--- config.mk ---
export PLATFORM = sky130hd
export DESIGN_NAME = pingpong_operand_buffer
export DESIGN_NICKNAME = d
export VERILOG_FILES = /design/src/rtl/pingpong_operand_buffer.sv
export SDC_FILE = /design/constraint.sdc
export NUM_CORES = 1
export LEC_CHECK = 0
export CELL_PAD_IN_SITES_DETAIL_PLACEMENT = 1
export CELL_PAD_IN_SITES_GLOBAL_PLACEMENT = 2
export CORE_ASPECT_RATIO = 2
export CORE_MARGIN = 2
export CORE_UTILIZATION = 42
export CTS_CLUSTER_SIZE = 14
export DETAILED_ROUTE_END_ITERATION = 8
export PLACE_DENSITY_LB_ADDON = 0.1
export SETUP_SLACK_MARGIN = 0.15
export SYNTH_ARGS = -nofsm -noshare
export SYNTH_HDL_FRONTEND = slang
export SYNTH_SLANG_ARGS = --single-unit
--- constraint.sdc ---
create_clock -name clk -period 5.6 [get_ports clk]
set_input_delay 1.4 -clock clk [delete_from_list [all_inputs] [get_ports clk]]
set_output_delay 1.4 -clock clk [all_outputs]
set_load 0.01 [all_outputs]
--- src/rtl/pingpong_operand_buffer.sv ---
// -----------------------------------------------------------------------------
// pingpong_operand_buffer
//
// Double-banked operand store for the MAC datapath. The producer fills the
// write bank while the MAC array reads the other bank through NUM_RD
// combinational read ports. A bank passes from the producer to the consumer on
// wr_commit and comes back on rd_release. Banks are consumed in commit order.
//
// Ports:
//   clk, rst        clock (rising edge), asynchronous active-high reset
//   wr_en           write strobe, accepted only while wr_ready and in range
//   wr_addr         write address within the current write bank
//   wr_data         write data
//   wr_commit       hands the current write bank over to the consumer
//   wr_ready        current write bank is free
//   wr_bank         index of the current write bank
//   rd_addr         packed read addresses, port i at [i*ADDR_W +: ADDR_W]
//   rd_data         packed read data, port i at [i*DATA_W +: DATA_W]
//   rd_valid        current read bank holds committed data
//   rd_release      consumer is done with the current read bank
//   rd_bank         index of the current read bank
//   drop_cnt        saturating count of cycles with a rejected write/commit
//                   (present only when PINGPONG_DROP_CNT_EN is defined)
//
// Optional feature macro: PINGPONG_DROP_CNT_EN
// -----------------------------------------------------------------------------
module pingpong_operand_buffer #(
    parameter int DATA_W = 8,
    parameter int DEPTH  = 4,
    parameter int ADDR_W = 2,
    parameter int NUM_RD = 2
) (
    input  logic                     clk,
    input  logic                     rst,
    input  logic                     wr_en,
    input  logic [ADDR_W-1:0]        wr_addr,
    input  logic [DATA_W-1:0]        wr_data,
    input  logic                     wr_commit,
    output logic                     wr_ready,
    output logic                     wr_bank,
    input  logic [NUM_RD*ADDR_W-1:0] rd_addr,
    output logic [NUM_RD*DATA_W-1:0] rd_data,
    output logic                     rd_valid,
    input  logic                     rd_release,
    output logic                     rd_bank
`ifdef PINGPONG_DROP_CNT_EN
    ,
    output logic [15:0]              drop_cnt
`endif
);

    // One extra bit so DEPTH == 2**ADDR_W still fits in the compare.
    localparam logic [ADDR_W:0] DEPTH_L = (ADDR_W + 1)'(DEPTH);

    logic [DATA_W-1:0] mem [2][DEPTH];
    logic [1:0]        full;
    logic              wr_ptr;
    logic              rd_ptr;

    logic wr_in_range;
    logic wr_accept;
    logic commit_ok;
    logic release_ok;

    assign wr_ready    = !full[wr_ptr];
    assign rd_valid    = full[rd_ptr];
    assign wr_bank     = wr_ptr;
    assign rd_bank     = rd_ptr;

    assign wr_in_range = ({1'b0, wr_addr} < DEPTH_L);
    assign wr_accept   = wr_en && wr_ready && wr_in_range;
    assign commit_ok   = wr_commit && wr_ready;
    assign release_ok  = rd_release && rd_valid;

    // An accepted commit needs full[wr_ptr]=0 and an accepted release needs
    // full[rd_ptr]=1, so the two updates below never touch the same bit.
    // NOTE: sequential state uses non-blocking assignments so every flop
    // samples pre-edge values regardless of statement order.
    // NOTE: the storage is reset as well because a freshly reset buffer must
    // read back zeros, not power-up garbage.
    always_ff @(posedge clk or posedge rst) begin
        if (rst) begin
            for (int b = 0; b < 2; b++) begin
                for (int e = 0; e < DEPTH; e++) begin
                    mem[b][e] <= '0;
                end
            end
            full   <= 2'b00;
            wr_ptr <= 1'b0;
            rd_ptr <= 1'b0;
        end else begin
            // Write lands before the commit moves wr_ptr, so a same-cycle
            // write goes into the bank being committed.
            if (wr_accept) begin
                mem[wr_ptr][wr_addr] <= wr_data;
            end
            if (commit_ok) begin
                full[wr_ptr] <= 1'b1;
                wr_ptr       <= ~wr_ptr;
            end
            if (release_ok) begin
                full[rd_ptr] <= 1'b0;
                rd_ptr       <= ~rd_ptr;
            end
        end
    end

    // Zero-latency read ports; out-of-range or not-yet-committed reads give 0.
    // NOTE: rd_data gets a default before the loop so no path leaves it
    // unassigned, which would otherwise infer a latch.
    always_comb begin
        rd_data = '0;
        for (int i = 0; i < NUM_RD; i++) begin
            if (rd_valid && ({1'b0, rd_addr[i*ADDR_W +: ADDR_W]} < DEPTH_L)) begin
                rd_data[i*DATA_W +: DATA_W] = mem[rd_ptr][rd_addr[i*ADDR_W +: ADDR_W]];
            end
        end
    end

`ifdef PINGPONG_DROP_CNT_EN
    logic drop_evt;

    // One count per cycle, however many reasons the cycle had to reject.
    assign drop_evt = ((wr_en || wr_commit) && !wr_ready) || (wr_en && !wr_in_range);

    always_ff @(posedge clk or posedge rst) begin
        if (rst) begin
            drop_cnt <= 16'h0000;
        end else if (drop_evt && (drop_cnt != 16'hFFFF)) begin
            drop_cnt <= drop_cnt + 16'h0001;
        end
    end
`endif

endmodule

==> results of run 1 <==
## cell type report
type                       count  area [sq um]
clock buffer                  13           260
clock inverter                 2          10.0
fill                         797          3740
inverter                       2          7.51
multi-input combinational    175          1630
sequential                    68          1700
tap                           96           120
timing repair buffer          42           410
## cells by family after synthesis
kind of cell,Yosys count
multiplexers,98
flip-flops,68
AND/OR/NAND/NOR,39
AO/OA/AOI/OAI,38
buffers and inverters,15
## per-layer routing
layer	part of all wire, %	routed length, um
met4	1.8	161
met2	54	4790
met1	41	3680
met5	0	0
met3	3.4	306
## worst max-delay path, delay by kind of cell
kind	cells	cell delay, ns
AOI/OAI and AO/OA	1	0.16
buffers and inverters	2	1.11
and+or+nand+nor	2	0.65
## where the power goes
part	internal, mW	switching [mW]	leakage, nW
clock network	0.319	0.195	0.135
registers	0.739	0.149	0.831
logic	0.626	0.474	0.769
## placed cells by master, fill, tap and decap left out, types with 2 or more instances in the layout
master,netlist,routed
o22ai_1,32,32
a31oi_1,2,2
or2_2,2,2
nand2_1,2,2
clkinv_2,0,2
buf_4,3,4
clkdlybuf4s50_1,0,38
clkbuf_8,0,2
mux2i_1,2,2
a21oi_1,2,2
clkbuf_1,4,2
nor3_1,16,16
dfrtp_1,68,68
nand3_2,2,2
a22o_1,2,2
mux2_2,96,96
nand2_2,2,2
clkbuf_16,0,9
nand2b_1,6,6
## final timing paths
path	depth (start not counted)	start	to	slack (ns)
worst max-delay path	5	rd_addr[1]	rd_data[0]	0.89
worst min-delay path	1	mem[19]	mem[19]	0.50
worst max register to register	2	wr_bank	mem[49]	3.75
worst min register to register	1	mem[19]	mem[19]	0.50
max in group asynchronous	3	rst	mem[19]	3.19
min in group asynchronous	2	rst	mem[37]	1.43
## registers in the layout, indices dropped and copies added, names as in the netlist
register,cells
mem,64
rd_bank,1
wr_bank,1
full,2
## through the flow
stage | instances | cell area (sq um)
final | 398 | 4140
after global routing | 398 | 4140
after CTS | 398 | 4140
after detailed placement | 383 | 3870
after global placement | 383 | 3870
after floorplan | 258 | 3410
==> results.tsv, run 1 <==
stage	metric	value	unit
outcome	status	finished clean	
clock_tree	Root Driver	clkbuf_16	
clock_tree	CTS H-Tree Depth	3	
global_routing	largest net degree at the start of global routing	45	
finish	nets	317	
route	Post-route DRC	0	
worst_hold_path	Hold Path Class	reg -> reg	
die	Ports	39	
logic_synthesis	Synth Area in Adders	0	%
clock_tree	CTS tree	yes	
route	vias post-DR	2331	
logic_synthesis	Synth top area share	49.9	%
global_routing	initial antenna violation count	0	
setup_path	WP data required	4.20	ns
route	vias per cell	5.86	
setup_path	Max stage delay on crit path	0.60	ns
place	DP Wirelength	6080	um
die	Die Wd	67.7	um
die	Die Y-Extent	131	um
logic_synthesis	mux cell area share after synthesis	32.3	%
clock_tree	Post-CTS Hold Buffers	0	
die	Die ar.	8900	sq um
global_routing	vias in the first global route	2567	
logic_synthesis	Post-synth EDFFs	0	
logic_synthesis	most instantiated cells after synthesis	mux2_2 (96), dfrtp_1 (68), o22ai_1 (32)	
logic_synthesis	largest area contributor in the netlist	dfrtp_1	
logic_synthesis	top post-synthesis cells by area	dfrtp_1 (50%), mux2_2 (32%), o22ai_1 (5.9%), nor3_1 (2.3%), nand2b_1 (1.1%)	
logic_synthesis	Synth Area in XOR/XNOR	0	%
timing	final hold slack	0.499	ns
logic_synthesis	simple-gate share of the synthesized area	8.59	%
timing	crit path time final	4.71	ns
setup_path	Max stage delay cell, worst path	clkdlybuf4s50_1	
setup_path	startpoint types	input port	
finish	n_diodes	0	
logic_synthesis	Unique masters post-synth	27	
logic_synthesis	Cells after Synth	258	
finish	Area Overhead vs Synth	21.5	%
clock_tree	# Post-CTS Setup Buffers	0	
logic_synthesis	largest family of logic cells by synthesized area	multiplexers	
logic_synthesis	Avg Cell Area, Syn	13.2	sq um
place	GP Congestion	0.734	
logic_synthesis	Mapped Area	3410	sq um
place	port bufs	38	
global_routing	GR met2 Demand/Resource	37.4	%
timing	Final WS setup	0.888	ns
logic_synthesis	Net Count, Synth	277	
route	first drt pass iteration count	4	
setup_path	cells along the critical path	clkdlybuf4s50_1 -> nand2b_1 -> o22ai_1 -> nor3_1 -> clkdlybuf4s50_1	
finish	layout cells sized above 1	42.7	%
timing	RSZ-0062 raised after global routing	no	
timing	Final Hold Fails	0	
logic_synthesis	Main synth FF type	dfrtp_1	
clock_tree	CTS sink cnt	68	
route	average wire per standard cell	22.5	um
global_routing	GR Util met1	28.3	%
run	Max-Cap Viols	0	
global_routing	global route hottest layer	met2	
route	DR iter-0 viols	77	
power	Leakage	1.74	nW
setup_path	most frequent CP cell	clkdlybuf4s50_1	
timing	Worst Skew	0.00743	ns
route	remaining antenna violation count	0	
route	WL final	8940	um
setup_path	CP Capture Type	output pin	
global_routing	GRT Residual Overflow	0	
logic_synthesis	Synth Warn #	0	
timing	relative slew slack	47.0	%
timing	setup violators final	0	
timing	FMAX	0.212	GHz
global_routing	overall routing resource usage	22.7	%
clock_tree	post-CTS sizing	0	
timing	post-route setup TNS	0	ns
setup_path	critical path class	in -> out	
global_routing	met3 GRT Util	4.62	%
logic_synthesis	FFs w/ async S/R, synth	100	%
clock_tree	CTS buffer count	9	
timing	final period utilization	84.1	%
timing	fin. max-slew vios	0	
power	P per Cell Area	604	nW/um^2
logic_synthesis	FF+latch count, synth	68	
setup_path	Arr. time, crit path	3.31	ns
setup_path	Critical Path Fanout Max	8	
logic_synthesis	sequential share of the synthesized area	49.9	%
logic_synthesis	Synth Area in Compound Gates	7.05	%
logic_synthesis	most common cell in the netlist	mux2_2	
clock_tree	Bufs on Longest Clock Path	2	
die	starting density of the core	43.2	%
clock_tree	Worst-path clk slew	0.05	ns
global_routing	global-route wire length before repair	14400	um
die	Std-Cell Rows	46	
timing	worst-margin pin slew	0.789	ns
place	Place WS	0.906	ns
finish	utilization after layout	52.6	%
die	Core Footprint	7890	sq um
power	Peak VDD IR	295	uV
power	Power Total	2.50	mW
clock_tree	latest clock arrival within the worst-skew pair	0.33	ns
No activity file was read; power rests on OpenSTA's default activity.
==> inputs of run 2 (changes only) <==
--- a/config.mk
+++ b/config.mk
@@ -9,7 +9,7 @@
 export CELL_PAD_IN_SITES_GLOBAL_PLACEMENT = 2
 export CORE_ASPECT_RATIO = 2
 export CORE_MARGIN = 2
-export CORE_UTILIZATION = 42
+export CORE_UTILIZATION = 39
 export CTS_CLUSTER_SIZE = 14
 export DETAILED_ROUTE_END_ITERATION = 8
 export PLACE_DENSITY_LB_ADDON = 0.1
==> constraint.sdc (replaced) <==
create_clock -name clk -period 4.77 [get_ports clk]
set_input_delay 1.1925 -clock clk [delete_from_list [all_inputs] [get_ports clk]]
set_output_delay 1.1925 -clock clk [all_outputs]
set_load 0.01 [all_outputs]
==> run 2 against run 1 <==
Net effect:
- global-route usage is 1.6 points lower
- core utilization is 3.7 points lower
- sequential cell count unchanged
- count of clock-buffer cells in the layout up 1
- critical path type unchanged
- largest power group unchanged
==> results.tsv, run 2 (synthesized netlist as in run 1, its figures left out) <==
stage	metric	value	unit	change
finish	commonest non-fill, non-tap cell in the layout	mux2_2		
setup_path	WP data required	3.58	ns	-0.62 ns
die	Ports	39		unchanged
finish	Area Overhead vs Synth	23.2	%	
power	Peak VDD IR	272	uV	-7.9%
place	DP Wirelength	6100	um	+0.44%
global_routing	overall routing resource usage	21.1	%	-1.6 points
setup_path	Max stage delay on crit path	0.58	ns	-0.02 ns
place	GP Congestion	0.725		-1.3%
clock_tree	CTS H-Tree Depth	3		unchanged
clock_tree	CTS tree	yes		
finish	utilization after layout	48.9	%	-3.7 points
route	DR iter-0 viols	81		+5.2%
die	Core Footprint	8590	sq um	+8.9%
finish	design area	4200	sq um	+1.3%
power	Leakage	1.75	nW	+0.91%
setup_path	worst path bufs/invs	2		unchanged
route	first drt pass iteration count	4		unchanged
clock_tree	Worst-path clk slew	0.05	ns	about the same
run	Max-Cap Viols	0		unchanged
place	Place WS	0.479	ns	-0.427 ns
finish	layout cells sized above 1	43.0	%	+0.33 points
clock_tree	Root Driver	clkbuf_16		
setup_path	startpoint types	input port		
global_routing	largest net degree at the start of global routing	56		+24%
timing	RSZ-0062 raised after global routing	no		
route	remaining antenna violation count	0		unchanged
finish	n_diodes	0		unchanged
die	starting density of the core	39.7	%	-3.5 points
clock_tree	Post-CTS Hold Buffers	0		unchanged
clock_tree	# Post-CTS Setup Buffers	0		unchanged
clock_tree	CTS sink cnt	68		unchanged
timing	Final Hold Fails	0		unchanged
power	P per Cell Area	716	nW/um^2	+19%
clock_tree	post-CTS sizing	0		unchanged
setup_path	CP Capture Type	output pin		
timing	fin. max-slew vios	0		unchanged
finish	multi-input logic area	1640	sq um	+0.23%
timing	post-route setup TNS	0	ns	unchanged
setup_path	cells along the critical path	clkdlybuf4s50_1 -> nand2b_1 -> o22ai_1 -> nor3_1 -> clkdlybuf4s50_1		
timing	relative slew slack	47.2	%	+0.15 points
outcome	status	finished clean		
finish	nets	317		unchanged
place	placed cell area	3890	sq um	+0.55%
clock_tree	Bufs on Longest Clock Path	2		unchanged
timing	Final WS setup	0.425	ns	-0.463 ns
finish	Fillers	877		+10%
setup_path	critical path class	in -> out		
timing	FMAX	0.230	GHz	
global_routing	initial antenna violation count	0		unchanged
route	Post-route DRC	0		unchanged
timing	final period utilization	91.1	%	
die	Die ar.	9550	sq um	+7.3%
die	Die Y-Extent	136	um	+3.7%
route	vias per cell	5.94		+1.3%
timing	crit path time final	4.34	ns	
route	WL final	9270	um	+3.7%
finish	Register Area	1700	sq um	unchanged
clock_tree	latest clock arrival within the worst-skew pair	0.34	ns	about the same
route	vias post-DR	2386		+2.4%
place	port bufs	38		unchanged
die	Std-Cell Rows	48		+4.3%
setup_path	Max stage delay cell, worst path	clkdlybuf4s50_1		
setup_path	Critical Path Fanout Max	8		unchanged
setup_path	CP delay by family, top	buffers and inverters		
finish	Top Registers	mem x64, full x2		
finish	Most flops, register	mem		
setup_path	Arr. time, crit path	3.15	ns	-0.16 ns
finish	Largest register FFs	64		unchanged
setup_path	most frequent CP cell	clkdlybuf4s50_1		
timing	worst-margin pin slew	0.792	ns	+0.00371 ns
worst_hold_path	Hold Path Class	reg -> reg		
timing	Worst Skew	0.00560	ns	-0.00184 ns
finish	most frequent cells in the layout	mux2_2 (96), dfrtp_1 (68), clkdlybuf4s50_1 (38), o22ai_1 (32), nor3_1 (16)		
global_routing	GRT Residual Overflow	0		unchanged
route	average wire per standard cell	23.1	um	+2.7%
global_routing	vias in the first global route	2651		+3.3%
clock_tree	CTS buffer count	9		unchanged
timing	setup violators final	0		unchanged
die	Die Wd	70.1	um	+3.6%
global_routing	global-route wire length before repair	14800	um	+3.0%
[run 2: path summary, 6_finish.rpt]
path	start	to	slack [ns]	cells after the start
max in group asynchronous	rst	mem[37]	2.60	3
min in group asynchronous	rst	mem[33]	1.12	2
worst max register to register	wr_bank	mem[15]	2.84	3
worst max-delay path	rd_addr[1]	rd_data[0]	0.43	5
worst min-delay path	mem[36]	mem[36]	0.50	1
worst min register to register	mem[36]	mem[36]	0.50	1
[run 2: layer usage]
| layer | GRT usage [%] | vias up | share of wire [%] |
|---|---|---|---|
| met1 | 24.4 | 1258 | 40 |
| met4 | 10.4 | 0 | 3.1 |
| met3 | 3.19 | 22 | 2.8 |
| li1 | - | 1057 | - |
| met2 | 37.6 | 49 | 54 |
| met5 | 0 | - | 0 |
[run 2: worst register-to-register path, cell delays in order (launching register included)]
cell      delay, ns
dfrtp_1        0.61
nand3b_4       0.14
nor3b_4        0.65
mux2_2         0.42
[run 2: where the power goes]
group	internal, mW	switching [mW]
combinational	0.743	0.523
sequential	0.866	0.193
clock	0.445	0.238
total	2.05	0.954
[run 2: per-stage QoR]
stage          hold WS [ns]  power (mW)  cells
4_1_cts               0.504        3.05    402
3_5_place_dp          0.491        2.35    387
5_1_grt               0.513        3.18    402
2_1_floorplan         0.474        1.87    258
3_3_place_gp          0.481        2.31    387
6_report              0.497        3.01    402
[run 2: cell type report]
cell class                      count  area share (%)
Inverter                            2           0.179
Timing Repair Buffer               42            10.1
Clock buffer                       14            6.53
Multi-Input combinational cell    175            39.0
Clock inverter                      1           0.715
Tap cell                          100            2.98
Sequential cell                    68            40.5
